File: config.mk
export PLATFORM = sky130hd
export DESIGN_NAME = cnn_mul_share_arbiter
export DESIGN_NICKNAME = d
export VERILOG_FILES = /design/src/rtl/cnn_mul_pkg.sv /design/src/rtl/cnn_mul_share_dsp.sv /design/src/rtl/cnn_mul_share_arbiter.sv
export SDC_FILE = /design/constraint.sdc
export NUM_CORES = 1
export LEC_CHECK = 0
export BUFFER_PORTS_ARGS = -buffer_cell sky130_fd_sc_hd__buf_2
export CORE_MARGIN = 2
export CORE_UTILIZATION = 40
export DETAILED_ROUTE_END_ITERATION = 10
export PLACE_DENSITY = 0.59
export SKIP_LAST_GASP = 1
export SYNTH_ARGS = -nofsm -noshare
export SYNTH_HDL_FRONTEND = slang
export SYNTH_SLANG_ARGS = --single-unit
File: constraint.sdc
create_clock -name ap_clk -period 11.7 [get_ports ap_clk]
set_clock_uncertainty 0.05 [all_clocks]
set_input_delay 1.755 -clock ap_clk [delete_from_list [all_inputs] [get_ports ap_clk]]
set_output_delay 1.755 -clock ap_clk [all_outputs]
set_load 0.03 [all_outputs]
File: src/rtl/cnn_mul_pkg.sv
// rtl/cnn_mul_pkg.sv - shared widths, operand types and round-robin pick helper
package cnn_mul_pkg;

  localparam int A_WIDTH  = 14;
  localparam int B_WIDTH  = 6;
  localparam int P_WIDTH  = A_WIDTH + B_WIDTH;
  localparam int MAX_NREQ = 16;

  typedef logic signed [A_WIDTH-1:0] a_t;
  typedef logic signed [B_WIDTH-1:0] b_t;
  typedef logic signed [P_WIDTH-1:0] p_t;

  // Returns {found, idx}: first valid requester at or after ptr, wrapping mod nreq.
  // Walking downward lets the lowest distance from ptr win by being assigned last.
  function automatic logic [4:0] rr_pick(input logic [MAX_NREQ-1:0] valid,
                                         input logic [3:0] ptr,
                                         input int nreq);
    logic [4:0] r;
    int j;
    r = '0;
    for (int k = MAX_NREQ - 1; k >= 0; k--) begin
      if (k < nreq) begin
        j = int'(ptr) + k;
        if (j >= nreq) j = j - nreq;
        if (valid[j[3:0]]) r = {1'b1, j[3:0]};
      end
    end
    return r;
  endfunction

endpackage

File: src/rtl/cnn_mul_share_dsp.sv
// rtl/cnn_mul_share_dsp.sv - combinational signed multiply, registered on both sides by the parent
module cnn_mul_share_dsp #(
  parameter int AW = cnn_mul_pkg::A_WIDTH,
  parameter int BW = cnn_mul_pkg::B_WIDTH
) (
  input  logic signed [AW-1:0]    a,
  input  logic signed [BW-1:0]    b,
  output logic signed [AW+BW-1:0] p
);

  logic signed [AW+BW-1:0] ae;
  logic signed [AW+BW-1:0] be;

  // Extend both operands to product width so the truncated result stays exact.
  assign ae = {{BW{a[AW-1]}}, a};
  assign be = {{AW{b[BW-1]}}, b};
  assign p  = ae * be;

endmodule

File: src/rtl/cnn_mul_share_arbiter.sv
// rtl/cnn_mul_share_arbiter.sv - round-robin share of one signed multiplier across NREQ lanes
module cnn_mul_share_arbiter
  import cnn_mul_pkg::rr_pick;
#(
  parameter int NREQ    = 4,
  parameter int A_WIDTH = cnn_mul_pkg::A_WIDTH,
  parameter int B_WIDTH = cnn_mul_pkg::B_WIDTH,
  parameter int TAG_W   = $clog2(NREQ)
) (
  input  logic                         ap_clk,
  input  logic                         ap_rst,
  input  logic                         stall,
  input  logic [NREQ-1:0]              req_valid,
  input  logic [NREQ*A_WIDTH-1:0]      req_a,
  input  logic [NREQ*B_WIDTH-1:0]      req_b,
  output logic [NREQ-1:0]              req_ready,
  output logic                         res_valid,
  output logic [TAG_W-1:0]             res_tag,
  output logic [A_WIDTH+B_WIDTH-1:0]   res_p,
  output logic                         busy
);

  localparam int P_W = A_WIDTH + B_WIDTH;

  logic [3:0]                 rr_ptr;
  logic [4:0]                 pick;
  logic [3:0]                 win_idx;
  logic                       grant;
  logic signed [A_WIDTH-1:0]  a_sel;
  logic signed [B_WIDTH-1:0]  b_sel;

  logic                       s1_v;
  logic signed [A_WIDTH-1:0]  a1;
  logic signed [B_WIDTH-1:0]  b1;
  logic [TAG_W-1:0]           tag1;
  logic                       s2_v;
  logic signed [P_W-1:0]      p2;
  logic [TAG_W-1:0]           tag2;
  logic signed [P_W-1:0]      prod;

  assign pick    = rr_pick(16'(req_valid), rr_ptr, NREQ);
  assign win_idx = pick[3:0];
  assign grant   = pick[4] & ~stall;

  always_comb begin
    req_ready = '0;
    a_sel     = '0;
    b_sel     = '0;
    for (int i = 0; i < NREQ; i++) begin
      if (win_idx == 4'(i)) begin
        req_ready[i] = grant;
        a_sel        = req_a[i*A_WIDTH +: A_WIDTH];
        b_sel        = req_b[i*B_WIDTH +: B_WIDTH];
      end
    end
  end

  cnn_mul_share_dsp #(.AW(A_WIDTH), .BW(B_WIDTH)) u_dsp (
    .a (a1),
    .b (b1),
    .p (prod)
  );

  // Stall freezes everything, including rr_ptr, so a held entry is replayed exactly once.
  always_ff @(posedge ap_clk or posedge ap_rst) begin
    if (ap_rst) begin
      rr_ptr <= '0;
      s1_v   <= 1'b0;
      a1     <= '0;
      b1     <= '0;
      tag1   <= '0;
      s2_v   <= 1'b0;
      p2     <= '0;
      tag2   <= '0;
    end else if (!stall) begin
      s1_v <= grant;
      if (grant) begin
        a1     <= a_sel;
        b1     <= b_sel;
        tag1   <= TAG_W'(win_idx);
        rr_ptr <= (win_idx == 4'(NREQ - 1)) ? 4'd0 : win_idx + 4'd1;
      end
      s2_v <= s1_v;
      if (s1_v) begin
        p2   <= prod;
        tag2 <= tag1;
      end
    end
  end

  assign res_valid = s2_v & ~stall;
  assign res_tag   = tag2;
  assign res_p     = p2;
  assign busy      = s1_v | s2_v;

endmodule
==> results.sh, run 1 <==
export IMPL_cts_buffers=5
export IMPL_met3_length_um=911
export IMPL_slew_headroom=0.306
export IMPL_hp_start="res_p[12]"
export IMPL_netlist_instances=563
export IMPL_clk_path_buf_depth=2
export IMPL_synth_nets=757
export IMPL_syn_area_per_cell_sq_um=9.97
export IMPL_grt_pass1_vias=4671
export IMPL_fp_row_count=43
export IMPL_cts_setup_buffers=0
export IMPL_rrSetupSlack_ns=5.92
export IMPL_vias=4421
export IMPL_synth_seq_cells=50
export IMPL_gp_congestion=0.850
export IMPL_cap_violations=0
export IMPL_wire_per_inst_um=16.4
export IMPL_dp_hpwl_um=10900
export IMPL_drt_iter0_drc=233
export IMPL_port_buffers=114
export IMPL_arrival_ns=4.21
export IMPL_fmax_mhz=166
export IMPL_fin_area_sq_um=6500
export IMPL_drive_gt1_frac=0.234
export IMPL_crit_start="req_valid[1]"
export IMPL_antenna_found_initial=0
export IMPL_die_h_um=122
export IMPL_clk_pin_slew_worst_paths_ns=0.07
export IMPL_dieArea_sq_um=15000
export IMPL_final_common_cell="buf_2"
export IMPL_fin_crit_sh=0.514
export IMPL_synthToLayoutAreaGrowth_pct=15.8
export IMPL_drtAntennaViolNets=0
export IMPL_status="completed"
export IMPL_crit_reg2reg_launch="b1[2]"
export IMPL_async_reset_ff_frac=1.00
export IMPL_nets=855
export IMPL_postLayoutCoreUtil=0.472
export IMPL_yosysSeqAreaShare=0.223
export IMPL_setup_tns_ns=0
export IMPL_worst_pin_slew_ns=1.04
export IMPL_h_tree_depth=2
export IMPL_cts_root_buf="clkbuf_16"
export IMPL_path_class="input port to output port"
export IMPL_met2WireLength_um=6050
export IMPL_synth_edf_count=0
export IMPL_grt_first_pass_wirelength_um=23200
export IMPL_fin_crit_ns=6.02
export IMPL_wl_met1_um=6690
export IMPL_required_ns=9.90
export IMPL_dp_slack_ns=5.73
export IMPL_yosys_warnings=0
export IMPL_start_util=0.408
export IMPL_cts_sinks=50
export IMPL_setup_ws_ns=5.68
export IMPL_via_per_inst=5.25
export IMPL_drt_total_wl_um=13800
export IMPL_drcViolationCount=0
export IMPL_holdPathEnd="res_p[12]"
export IMPL_cts_resized=0
export IMPL_synth_cell_types=56
export IMPL_die_x_um=122
export IMPL_cp_max_fo=25
export IMPL_slew_viol_final=0
export IMPL_overflow=0
export IMPL_hold_buffers=0
export IMPL_rsz0062_at_grt="false"
export IMPL_r2r_cells=16
export IMPL_critPathLaunchType="input port"
export IMPL_placed_area_sq_um=6320
export IMPL_io_pins=115
export IMPL_crit_path_end_kind="output port"
export IMPL_final_hold_violation_count=0
export IMPL_grt_max_degree=51
export IMPL_mostFrequentLayoutCells="114 x buf_2, 64 x and2_1, 58 x fa_1"
export IMPL_hold_path_depth=2
export IMPL_cts_tree="built"
export IMPL_highest_layer="met4"
export IMPL_drt_pass1_iter_count=4
export IMPL_reg2reg_to="res_p[17]"
export IMPL_syn_area_sq_um=5620
export IMPL_synthFlopType="dfrtp_1"
export IMPL_setup_viol=0
export IMPL_core_area_sq_um=13800
export IMPL_grtUsageTotal=0.194
export IMPL_insertion_delay_ns=0.29
export IMPL_hold_path_class="flip-flop to flip-flop"
export IMPL_diodes=0
[flip-flops by register name, summed over array words and instances (netlist names)]
name / count
a1: 14
b1: 6
res_p: 20
res_tag: 2
rr_ptr: 4
s1_v: 1
s2_v: 1
tag1: 2
[cell usage after synthesis, types with 8 or more instances]
cell | n | area, sq um
and2_1 | 64 | 400
mux2_2 | 9 | 101
a21oi_1 | 11 | 55.1
a21o_1 | 8 | 60.1
a221o_1 | 40 | 400
xor2_1 | 8 | 70.1
o21ai_0 | 21 | 105
fa_1 | 58 | 1160
xnor2_1 | 13 | 114
nor2_1 | 26 | 97.6
dfrtp_1 | 50 | 1250
and3_1 | 22 | 138
buf_2 | 9 | 45.0
nand2_1 | 44 | 165
clkbuf_1 | 15 | 56.3
inv_1 | 41 | 154
ha_1 | 49 | 613
[metrics by stage]
| stage | std cells | hold WS, ns |
|---|---|---|
| floorplan | 563 | 0.392 |
| global placement | 833 | 0.406 |
| detailed placement | 833 | 0.411 |
| CTS | 841 | 0.434 |
| global route | 842 | 0.448 |
| finish | 842 | 0.424 |
[worst max path at each step]
stage / endpoint / slack [ns] / cells past startpoint
detailed placement: req_ready[3] / 5.73 / 10
global placement: req_ready[3] / 5.83 / 10
finish: req_ready[3] / 5.68 / 10
floorplan: req_ready[1] / 6.22 / 8
global route: req_ready[3] / 5.40 / 13
CTS: req_ready[3] / 5.71 / 10
[layout make-up]
class	instances	area, sq um
Sequential cell	50	1250
Clock buffer	5	125
Inverter	43	161
Fill cell	1332	7270
Multi-Input combinational cell	442	4090
Clock inverter	3	40.0
Timing Repair Buffer	119	614
Tap cell	180	225
[cell families after synthesis]
logic type / count (synthesis) / synth area share
multiplexers: 17 / 0.0330
flip-flops: 50 / 0.223
buffers and inverters: 71 / 0.0528
AO/OA/AOI/OAI: 113 / 0.165
adder cells (fa/ha/maj): 107 / 0.316
XOR/XNOR: 21 / 0.0328
AND/OR/NAND/NOR: 184 / 0.177
[metal layers]
metal  vias to the layer above  global-route usage
li1                       2166                   -
met1                      2093               0.282
met2                       154               0.306
met3                         8              0.0362
met4                         0              0.0338
met5                         -                   0
[worst max-delay path: stages]
cell	delay, ns
buf_2	0.12
mux2i_1	0.23
o21ai_0	0.19
and3_4	0.24
nor4_2	0.36
o32ai_4	0.14
inv_2	0.13
ha_1	0.64
and2_1	0.22
buf_2	0.19
Power of run 1 is left out: the tool's default activity adds up to more than one toggle a clock period on the data nets, which glitch-free logic cannot reach.
==> run 2: changes to the inputs <==
--- a/config.mk
+++ b/config.mk
@@ -5,11 +5,12 @@
 export SDC_FILE = /design/constraint.sdc
 export NUM_CORES = 1
 export LEC_CHECK = 0
+export ABC_AREA = 1
 export BUFFER_PORTS_ARGS = -buffer_cell sky130_fd_sc_hd__buf_2
 export CORE_MARGIN = 2
 export CORE_UTILIZATION = 40
 export DETAILED_ROUTE_END_ITERATION = 10
-export PLACE_DENSITY = 0.59
+export PLACE_DENSITY = 0.61
 export SKIP_LAST_GASP = 1
 export SYNTH_ARGS = -nofsm -noshare
 export SYNTH_HDL_FRONTEND = slang
==> constraint.sdc (replaced) <==
create_clock -name ap_clk -period 5.1 [get_ports ap_clk]
set_clock_uncertainty 0.05 [all_clocks]
set_input_delay 0.765 -clock ap_clk [delete_from_list [all_inputs] [get_ports ap_clk]]
set_output_delay 0.765 -clock ap_clk [all_outputs]
set_load 0.03 [all_outputs]
==> run 2 against run 1 <==
Compared with the run above: worst setup slack worse by 5.3 ns; global-route usage is 0.93 points lower; critical path depth up 8; synthesized cell count increased by 65%; hold slack lost 0.0024 ns; core utilization down 0.85 points; final cell count is 48% higher; wire length increased by 13%; critical path type is now flip-flop to flip-flop.
==> results.sh, run 2 <==
export IMPL_clk_path_buf_depth=2
export IMPL_antenna_found_initial=0
export IMPL_slew_viol_final=0
export IMPL_p_total_mw=0.886
export IMPL_grt_max_degree=51
export IMPL_holdWs_ns=0.421
export IMPL_port_buffers=114
export IMPL_vias=5667
export IMPL_pwr_share_clk=0.405
export IMPL_yosysSeqAreaShare=0.192
export IMPL_grtUsageTotal=0.185
export IMPL_switchingPower_mw=0.243
export IMPL_cts_setup_buffers=0
export IMPL_p_per_area_nw_per_um2=120
export IMPL_cts_buffers=5
export IMPL_setup_viol=0
export IMPL_fmax_mhz=214
export IMPL_critPathLaunchType="flip-flop"
export IMPL_grt_pass1_vias=5473
export IMPL_hold_path_class="flip-flop to flip-flop"
export IMPL_drtAntennaViolNets=0
export IMPL_status="completed"
export IMPL_ir_drop_uv=136
export IMPL_fp_row_count=46
export IMPL_syn_area_sq_um=6530
export IMPL_nets=1223
export IMPL_die_x_um=132
export IMPL_worst_pin_slew_ns=1.04
export IMPL_synthTopCellsByArea="dfrtp_1 19%, nand2_1 18%, fa_1 18%, inv_1 11%, ha_1 9.4%"
export IMPL_synth_top_cell_area_share=0.192
export IMPL_synthToLayoutAreaGrowth_pct=13.3
export IMPL_yosys_area_top_type="dfrtp_1"
export IMPL_synth_seq_cells=50
export IMPL_gp_congestion=0.854
export IMPL_netlist_instances=928
export IMPL_core_area_sq_um=15900
export IMPL_drt_total_wl_um=15600
export IMPL_cts_tree="built"
export IMPL_crit_chain="inv_1 -> or2_2 -> fa_1 -> fa_1 -> inv_1 -> fa_1 -> fa_1 -> fa_1 -> nand3_1 -> nand3_1 -> nand2_1 -> o211ai_1 -> a21boi_1 -> o21ai_0 -> nand2_1 -> nand3_1 -> nand3_1 -> nand2_1"
export IMPL_cap_violations=0
export IMPL_fin_crit_sh=0.918
export IMPL_yosys_warnings=0
export IMPL_drt_iter0_drc=215
export IMPL_pwr_share_comb=0.128
export IMPL_r2r_cells=18
export IMPL_slew_headroom=0.307
export IMPL_dp_hpwl_um=12900
export IMPL_p_leak_nw=4.75
export IMPL_synthFlopType="dfrtp_1"
export IMPL_cp_max_fo=4
export IMPL_io_pins=115
export IMPL_hold_buffers=0
export IMPL_syn_area_per_cell_sq_um=7.03
export IMPL_cts_resized=0
export IMPL_required_ns=5.24
export IMPL_setup_tns_ns=0
export IMPL_synth_most_common_cell="nand2_1"
export IMPL_crit_path_end_kind="flip-flop"
export IMPL_h_tree_depth=2
export IMPL_final_hold_violation_count=0
export IMPL_crit_path_max_incr_delay_ns=0.55
export IMPL_overflow=0
export IMPL_synth_nets=1122
export IMPL_synth_edf_count=0
export IMPL_drt_pass1_iter_count=5
export IMPL_wire_per_inst_um=12.5
export IMPL_drcViolationCount=0
export IMPL_clk_pin_slew_worst_paths_ns=0.08
export IMPL_p_seq_frac=0.467
export IMPL_internal_power_mw=0.643
export IMPL_die_h_um=132
export IMPL_path_class="flip-flop to flip-flop"
export IMPL_cts_sinks=50
export IMPL_rsz0062_at_grt="false"
export IMPL_fin_crit_ns=4.68
export IMPL_diodes=0
export IMPL_hold_path_depth=2
export IMPL_final_common_cell="nand2_1"
export IMPL_largest_reg_flops=20
export IMPL_ys_top_cells_by_count="319 x nand2_1, 190 x inv_1, 58 x fa_1"
export IMPL_crit_slowest_cell="fa_1"
export IMPL_cts_root_buf="clkbuf_16"
export IMPL_p_sw_frac=0.274
export IMPL_mostFrequentLayoutCells="319 x nand2_1, 189 x inv_1, 114 x buf_2"
export IMPL_dieArea_sq_um=17400
export IMPL_via_per_inst=4.55
export IMPL_drive_gt1_frac=0.176
export IMPL_grt_first_pass_wirelength_um=26500
export IMPL_cpMostUsedCell="fa_1"
export IMPL_synth_cell_types=40
export IMPL_insertion_delay_ns=0.30
export IMPL_arrival_ns=4.82
export IMPL_start_util=0.409
export IMPL_async_reset_ff_frac=1.00
-- run 2: cell count changes in the layout (fill, tap and decap cells not counted), sizes merged, moves of 24 or more --
cell,delta
nand4,+24
nand2,+298
a221o,-40
and2,-63
inv,+158
nand3,+46
-- run 2: stage by stage --
| stage | cell area, sq um | instances | util | setup slack, ns |
|---|---|---|---|---|
| after CTS | 7390 | 1246 | 0.464 | 0.276 |
| after global placement | 7240 | 1238 | 0.454 | 0.363 |
| after detailed placement | 7240 | 1238 | 0.454 | 0.296 |
| after global routing | 7390 | 1246 | 0.464 | 0.102 |
| after floorplan | 6530 | 928 | - | 0.594 |
| final | 7390 | 1246 | 0.464 | 0.419 |
-- run 2: cell families (layout without fill, tap and decap cells) --
group	count (synthesis)	count (layout)	synth area share
xor+xnor	13	13	0.0174
simple gates	472	472	0.320
flops	50	50	0.192
fa+ha+maj	107	107	0.272
buf+inv	233	335	0.152
compound gates	53	53	0.0474
-- run 2: power by group through the flow --
stage / Sequential, mW / Clock (mW) / Combinational, mW
global route: 0.416 / 0.379 / 0.126
CTS: 0.415 / 0.364 / 0.115
detailed placement: 0.422 / 0 / 0.115
global placement: 0.422 / 0 / 0.116
floorplan: 0.447 / 0 / 0.0346
finish: 0.414 / 0.359 / 0.113
-- run 2: worst max-delay path: cells and delay by family, from the launching register on --
kind                     cells  cell delay (ns)
buffers and inverters        2             0.13
flip-flops                   1             0.45
AND/OR/NAND/NOR              8             0.87
AO/OA/AOI/OAI                3             0.52
adder cells (fa/ha/maj)      5             2.54
-- run 2: path summary, 6_finish.rpt --
path / start / slack (ns) / to
max: b1[5] / 0.42 / res_p[18]
min: res_p[2] / 0.42 / res_p[2]
max reg2reg: b1[5] / 0.42 / res_p[18]
min reg2reg: res_p[2] / 0.42 / res_p[2]
max in group asynchronous: ap_rst / 3.69 / b1[3]
min in group asynchronous: ap_rst / 0.66 / res_p[4]
-- run 2: routing by layer --
metal	vias to the layer above	global-route usage	routed length, um
met3	5	0.0204	731
met5	-	0	0
met1	2514	0.260	7560
met4	0	0.0278	99
met2	153	0.313	7180
li1	2995	-	-
-- run 2: cell type report --
class | count | area (sq um)
clock inverters | 3 | 28.8
well taps | 216 | 270
inverters | 200 | 763
multi-input cells | 645 | 4280
flip-flops and latches | 50 | 1250
clock buffers | 5 | 125
fillers | 1682 | 8550
repair buffers | 127 | 668
No activity file was read; power rests on OpenSTA's default activity.
